===== src/rtl/maze_gen.sv =====
// maze_gen: depth-first perfect-maze carver over a W x H grid of cells.
// Walls are kept per cell as {wall_e, wall_s}. The north and west walls of a
// cell live in its upper and left neighbours, and the outer west and north
// border is implicit. Generation runs CLEAR (W*H cycles) followed by STEP
// (2*W*H-1 cycles), so the latency from start to done is always 3*W*H.
// Optional build macro: MAZE_GEN_STATS_EN adds the max_depth and dead_ends outputs.
module maze_gen #(
    parameter int          W    = 16,
    parameter int          H    = 8,
    parameter int          XW   = (W > 1) ? $clog2(W) : 1,
    parameter int          YW   = (H > 1) ? $clog2(H) : 1,
    parameter logic [15:0] SEED = 16'hACE1,
    localparam int         N    = W * H,
    localparam int         PW   = $clog2(N + 1)
) (
    input  logic          clk,
    input  logic          reset,
    input  logic          start,
    input  logic [15:0]   seed,
    output logic          busy,
    output logic          done,
    input  logic [XW-1:0] rd_x,
    input  logic [YW-1:0] rd_y,
    output logic [1:0]    rd_cell
`ifdef MAZE_GEN_STATS_EN
    ,
    output logic [PW-1:0] max_depth,
    output logic [PW-1:0] dead_ends
`endif
);

    localparam int            IW     = (N > 1) ? $clog2(N) : 1;
    localparam int            DEPTH  = 1 << IW;
    localparam logic [IW-1:0] ORIGIN = '0;

    typedef enum logic [1:0] {S_IDLE, S_CLEAR, S_STEP} state_t;

    state_t        state;
    logic [15:0]   lfsr;
    logic          lfsr_fb;
    logic          visited [DEPTH];
    logic          wall_e  [DEPTH];
    logic          wall_s  [DEPTH];
    logic [XW-1:0] stack_x [DEPTH];
    logic [YW-1:0] stack_y [DEPTH];
    logic [PW-1:0] sp;
    logic [IW-1:0] clr_idx;
    logic [XW-1:0] cur_x, nbr_x;
    logic [YW-1:0] cur_y, nbr_y;
    logic [IW-1:0] cur_idx, e_idx, s_idx, w_idx, n_idx, nbr_idx, top_idx, rd_idx;
    logic [3:0]    mask;
    logic [1:0]    pick, dir;
    logic          found;
    logic          accept, do_push, do_pop, finish;

    // Flat cell index is y*W + x. Neighbour indices may wrap when out of
    // bounds; the bounds terms in the mask keep such values from being used.
    assign cur_idx = IW'(int'(cur_y) * W + int'(cur_x));
    assign e_idx   = IW'(int'(cur_idx) + 1);
    assign s_idx   = IW'(int'(cur_idx) + W);
    assign w_idx   = IW'(int'(cur_idx) - 1);
    assign n_idx   = IW'(int'(cur_idx) - W);
    assign top_idx = IW'(sp - PW'(1));
    assign rd_idx  = IW'(int'(rd_y) * W + int'(rd_x));
    assign lfsr_fb = lfsr[15] ^ lfsr[13] ^ lfsr[12] ^ lfsr[10];

    assign accept  = (state == S_IDLE) && start;
    assign do_push = (state == S_STEP) && (mask != 4'b0000);
    assign do_pop  = (state == S_STEP) && (mask == 4'b0000) && (sp != '0);
    assign finish  = (state == S_STEP) && (mask == 4'b0000) && (sp == '0);

    // Open neighbours of the current cell: E(0), S(1), W(2), N(3)
    always_comb begin
        mask    = 4'b0000;
        mask[0] = (int'(cur_x) < W - 1) && !visited[e_idx];
        mask[1] = (int'(cur_y) < H - 1) && !visited[s_idx];
        mask[2] = (cur_x != '0) && !visited[w_idx];
        mask[3] = (cur_y != '0) && !visited[n_idx];
    end

    // First open direction found rotating upward from lfsr[1:0]
    always_comb begin
        pick  = 2'd0;
        found = 1'b0;
        dir   = 2'd0;
        for (int k = 0; k < 4; k++) begin
            dir = lfsr[1:0] + 2'(k);
            if (!found && mask[dir]) begin
                pick  = dir;
                found = 1'b1;
            end
        end
    end

    // Coordinates and index of the chosen neighbour
    always_comb begin
        nbr_x   = cur_x;
        nbr_y   = cur_y;
        nbr_idx = e_idx;
        case (pick)
            2'd0: begin nbr_x = cur_x + XW'(1); nbr_idx = e_idx; end
            2'd1: begin nbr_y = cur_y + YW'(1); nbr_idx = s_idx; end
            2'd2: begin nbr_x = cur_x - XW'(1); nbr_idx = w_idx; end
            default: begin nbr_y = cur_y - YW'(1); nbr_idx = n_idx; end
        endcase
    end

    // Generation FSM: handshake, LFSR, clear sweep, carve/backtrack, cell storage
    always_ff @(posedge clk) begin
        if (reset) begin
            state   <= S_IDLE;
            busy    <= 1'b0;
            done    <= 1'b0;
            lfsr    <= SEED;
            sp      <= '0;
            clr_idx <= '0;
            cur_x   <= '0;
            cur_y   <= '0;
        end else begin
            if (busy)
                lfsr <= {lfsr[14:0], lfsr_fb};
            case (state)
                S_IDLE: begin
                    if (start) begin
                        lfsr    <= (seed == 16'h0000) ? SEED : seed;
                        state   <= S_CLEAR;
                        busy    <= 1'b1;
                        done    <= 1'b0;
                        clr_idx <= '0;
                    end
                end
                S_CLEAR: begin
                    visited[clr_idx] <= 1'b0;
                    wall_e[clr_idx]  <= 1'b1;
                    wall_s[clr_idx]  <= 1'b1;
                    if (int'(clr_idx) == N - 1) begin
                        // Written after the clear above so it wins when N == 1
                        visited[ORIGIN] <= 1'b1;
                        cur_x <= '0;
                        cur_y <= '0;
                        sp    <= '0;
                        state <= S_STEP;
                    end else begin
                        clr_idx <= clr_idx + IW'(1);
                    end
                end
                S_STEP: begin
                    if (do_push) begin
                        case (pick)
                            2'd0:    wall_e[cur_idx] <= 1'b0;
                            2'd1:    wall_s[cur_idx] <= 1'b0;
                            2'd2:    wall_e[w_idx]   <= 1'b0;
                            default: wall_s[n_idx]   <= 1'b0;
                        endcase
                        visited[nbr_idx]  <= 1'b1;
                        stack_x[IW'(sp)]  <= cur_x;
                        stack_y[IW'(sp)]  <= cur_y;
                        sp    <= sp + PW'(1);
                        cur_x <= nbr_x;
                        cur_y <= nbr_y;
                    end else if (do_pop) begin
                        cur_x <= stack_x[top_idx];
                        cur_y <= stack_y[top_idx];
                        sp    <= sp - PW'(1);
                    end else begin
                        state <= S_IDLE;
                        busy  <= 1'b0;
                        done  <= 1'b1;
                    end
                end
                default: state <= S_IDLE;
            endcase
        end
    end

    // Registered read port; addresses outside the grid read as fully walled
    always_ff @(posedge clk) begin
        if (reset)
            rd_cell <= 2'b00;
        else if (int'(rd_x) >= W || int'(rd_y) >= H)
            rd_cell <= 2'b11;
        else
            rd_cell <= {wall_e[rd_idx], wall_s[rd_idx]};
    end

`ifdef MAZE_GEN_STATS_EN
    logic last_push;

    // Run statistics: peak stack depth and cells with a single opening
    always_ff @(posedge clk) begin
        if (reset) begin
            max_depth <= '0;
            dead_ends <= '0;
            last_push <= 1'b0;
        end else if (accept) begin
            max_depth <= '0;
            dead_ends <= '0;
            last_push <= 1'b0;
        end else begin
            if (do_push) begin
                last_push <= 1'b1;
                if (sp + PW'(1) > max_depth)
                    max_depth <= sp + PW'(1);
            end
            if (do_pop) begin
                last_push <= 1'b0;
                if (last_push)
                    dead_ends <= dead_ends + PW'(1);
            end
            // The root is a leaf only if exactly one of its own walls is open
            if (finish && (wall_e[ORIGIN] ^ wall_s[ORIGIN]))
                dead_ends <= dead_ends + PW'(1);
        end
    end
`endif

endmodule


===== config.mk =====
export PLATFORM = sky130hd
export DESIGN_NAME = maze_gen
export DESIGN_NICKNAME = d
export VERILOG_FILES = /design/src/rtl/maze_gen.sv
export SDC_FILE = /design/constraint.sdc
export NUM_CORES = 2
export LEC_CHECK = 0
export BUFFER_PORTS_ARGS = -buffer_cell sky130_fd_sc_hd__buf_2
export CAP_MARGIN = 15
export CORE_ASPECT_RATIO = 0.8
export CORE_MARGIN = 2
export CORE_UTILIZATION = 48
export DETAILED_ROUTE_END_ITERATION = 12
export PLACE_DENSITY = 0.73
export SLEW_MARGIN = 10
export SYNTH_ARGS = -nofsm -noshare
export SYNTH_HDL_FRONTEND = slang
export SYNTH_SLANG_ARGS = --single-unit
export TNS_END_PERCENT = 10

===== constraint.sdc =====
create_clock -name clk -period 8.1 [get_ports clk]
set_input_delay 0.405 -clock clk [delete_from_list [all_inputs] [get_ports clk]]
set_output_delay 0.405 -clock clk [all_outputs]
set_load 0.02 [all_outputs]

==> reports/qor.txt <==
IO buf count = 29
post-CTS sizing = 0
DRC violations left = 0
share of flip-flops with an asynchronous set or reset = 0%
Fin Setup TNS = 0 ns
wire per inst = 26.7 µm
met3 usage = 5.22%
Syn Area/Cell = 17.1 µm²
HP Class = in -> reg
post-synthesis cell area = 0.0576 mm²
# diodes = 0
fmax = 0.138 GHz
number of enable flip-flop cells after synthesis = 1279
top-level port count = 30
hold path startpoint = rd_y[1]
CTS max path bufs = 3
die height = 314 µm
final wirelength = 136000 µm
worst flop-to-flop path startpoint = cur_x[0]
worst-skew pair later-pin latency = 0.75 ns
Hold Path Sink = rd_cell[1]
CP required = 8.54 ns
fill count = 9224
Vias per Instance = 6.25
R2R Setup Slk = 0.88 ns
Tmin final = 7.22 ns
Max FO, Critical Path = 71
PwrDens = 208 mW/mm²
clk sinks = 1324
Worst R2R Path Depth = 19
post-route insts no fill = 5110
Slew Viols, Final = 0
H-tree depth = 3
endpoints failing setup = 0
CTS Buf Count = 119
crit path DAT = 7.67 ns
Seq/Total Area, Yosys = 68.3%
register bit count reported by yosys = 1324
ys flop type = edfxtp_1
final worst path period share = 89.2%
Initial DRT Pass Iterations = 5
RSZ-0062 raised after global routing = no
P_leak = 18.9 nW
overall routing resource usage = 22.3%
Max-Cap Viols = 0
layout cell share with drive strength beyond 1 = 21.2%
RePlAce Congestion = 0.970
Final Hold Vio Count = 0
Clock transition at path regs = 0.07 ns
relative slew slack = 16.8%
TritonCTS clock tree = done
Starting Density = 48.4%
grt ovf = 0
Root Buffer = clkbuf_16
met2 usage = 32.5%
worst-margin pin slew = 1.24 ns
placed instance count = 4872
Routed Antenna Nets = 0
setup repair bufs after CTS = 0
Clock Skew = 0.0369 ns
first-pass GRT wire length = 204000 µm
Die X = 391 µm
Hold Path Depth = 3
vias in the first global route = 31100
endpoint class of the critical path = flop
full die area = 0.123 mm²
final core occ = 53.3%
post-synth cell types = 87
# hold bufs at CTS = 16
Post-Synthesis Net Count = 3410
Setup crit start kind = flop
via count = 31900
Synth Instances = 3369
outcome = complete, no violations
Hold Slack = 0.0327 ns
largest net degree at the start of global routing = 133
Detailed Route Iter0 Violations = 3964
Row Count = 113
RR Endpoint = visited[105]
Core ar. = 0.119 mm²
Post-DP HPWL = 83600 µm
busiest metal layer after global routing = met1
Synth warnings = 0
nets = 3442
Max VDD drop = 182 µV
antenna violations before repair = 3
area delta synth->final = 10.0%
met1 usage = 34.2%
crit path kind = reg -> reg
==> cells by family (layout without fill, tap and decap cells) <==
logic type / count (synthesis) / in the layout / share of synthesized area (%)
flops: 1324 / 1324 / 68.3
simple gates: 961 / 961 / 7.30
mux: 547 / 547 / 18.6
compound gates: 249 / 249 / 3.01
buf+inv: 229 / 360 / 1.76
xor+xnor: 44 / 44 / 0.773
fa+ha+maj: 15 / 15 / 0.339
==> power breakdown <==
group / switching, mW / total [mW] / internal, mW / leakage (nW)
Sequential: 0.0292 / 7.46 / 7.43 / 12.1
Combinational: 0.212 / 0.342 / 0.130 / 5.08
Clock: 2.48 / 5.38 / 2.90 / 1.78
==> per-layer routing <==
layer,routed length (µm),vias to the layer above
met5,0,-
met4,2970,0
met3,14500,199
met2,61100,1668
met1,57700,16600
li1,-,13400
==> stage by stage <==
step / instance area, µm² / worst slack (ns) / total power, mW
global route: 63400 / 0.602 / 13.5
floorplan: 57600 / 0.0765 / 7.84
detailed placement: 59500 / 0.753 / 7.94
global placement: 59500 / 0.833 / 7.93
CTS: 63300 / 0.758 / 13.3
finish: 63400 / 0.876 / 13.2
==> cell usage after synthesis, types with 15 or more instances <==
cell type | instances | area share, %
edfxtp_1 | 1279 | 67
nor2_1 | 564 | 3.7
mux4_2 | 414 | 16
nand2_1 | 148 | 0.96
mux2i_1 | 110 | 1.9
clkbuf_1 | 108 | 0.70
a21oi_1 | 50 | 0.43
nand3_1 | 49 | 0.43
dfxtp_1 | 45 | 1.6
buf_1 | 43 | 0.28
nor2b_1 | 35 | 0.38
nor3_1 | 30 | 0.26
o21ai_0 | 30 | 0.26
xnor2_1 | 30 | 0.46
buf_2 | 29 | 0.25
nand2b_1 | 28 | 0.30
a211oi_1 | 25 | 0.33
and2_1 | 25 | 0.27
a22oi_1 | 22 | 0.29
mux2_2 | 20 | 0.39
or3_1 | 20 | 0.22
inv_1 | 19 | 0.12
buf_4 | 18 | 0.23
o22ai_1 | 15 | 0.16
==> sequential cells by signal, indices dropped and copies added (netlist names), 2 cells and up <==
| name | cells |
|---|---|
| state | 2 |
| clr_idx | 7 |
| visited | 128 |
| sp | 8 |
| wall_s | 128 |
| rd_cell | 2 |
| cur_y | 3 |
| wall_e | 128 |
| lfsr | 16 |
| stack_x | 512 |
| cur_x | 4 |
| stack_y | 384 |
==> critical path, stage by stage, from the launching register on <==
cell       delay [ns]
dfxtp_4          0.94
inv_2            0.07
ha_2             0.78
buf_4            0.40
mux2i_1          0.24
mux4_2           0.26
nor2_1           0.04
a2111oi_0        0.45
a211oi_1         0.12
a211o_1          0.39
a41o_1           0.21
buf_4            0.20
or2_1            0.25
buf_4            0.23
clkinv_2         0.14
buf_4            0.45
o22ai_2          0.16
nor3b_1          0.84
nand2_1          0.46
nor2_1           0.23
==> how the worst max path moves through the flow <==
stage | startpoint | endpoint | slack (ns) | depth (start not counted)
3_5_place_dp | cur_x[0] | visited[119] | 0.75 | 17
5_1_grt | cur_x[0] | visited[100] | 0.60 | 19
3_3_place_gp | cur_x[0] | visited[114] | 0.83 | 17
2_1_floorplan | cur_x[0] | visited[112] | 0.08 | 22
6_report | cur_x[0] | visited[105] | 0.88 | 19
4_1_cts | cur_x[0] | visited[116] | 0.76 | 17
==> final cells by class <==
class                      instances  area, µm²  area share (%)
clock buffer                     155       3190            5.03
inverter                          25       97.6           0.154
timing repair buffer             115        898            1.42
sequential                      1324      39300            62.1
tap                             1610       2010            3.18
clock inverter                    65        474           0.748
multi-input combinational       1816      17400            27.4
==> cells in the final DEF (no fill, tap or decap), types with 12 or more instances in the layout <==
cell	netlist	final
edfxtp_1	1279	1279
nor2_1	564	564
mux4_2	414	414
nand2_1	148	148
clkbuf_16	0	121
mux2i_1	110	110
buf_4	18	66
a21oi_1	50	49
nand3_1	49	49
dfxtp_1	45	37
nor2b_1	35	35
clkbuf_1	108	31
o21ai_0	30	30
nor3_1	30	30
clkinv_1	2	29
nand2b_1	28	28
buf_2	29	28
xnor2_1	30	26
and2_1	25	25
a211oi_1	25	25
a22oi_1	22	22
clkinv_2	0	21
mux2_2	20	20
or3_1	20	20
inv_1	19	19
dlygate4sd3_1	0	16
o22ai_1	15	15
a31oi_1	13	12
ha_1	14	12
No activity file was read; power rests on OpenSTA's default activity.
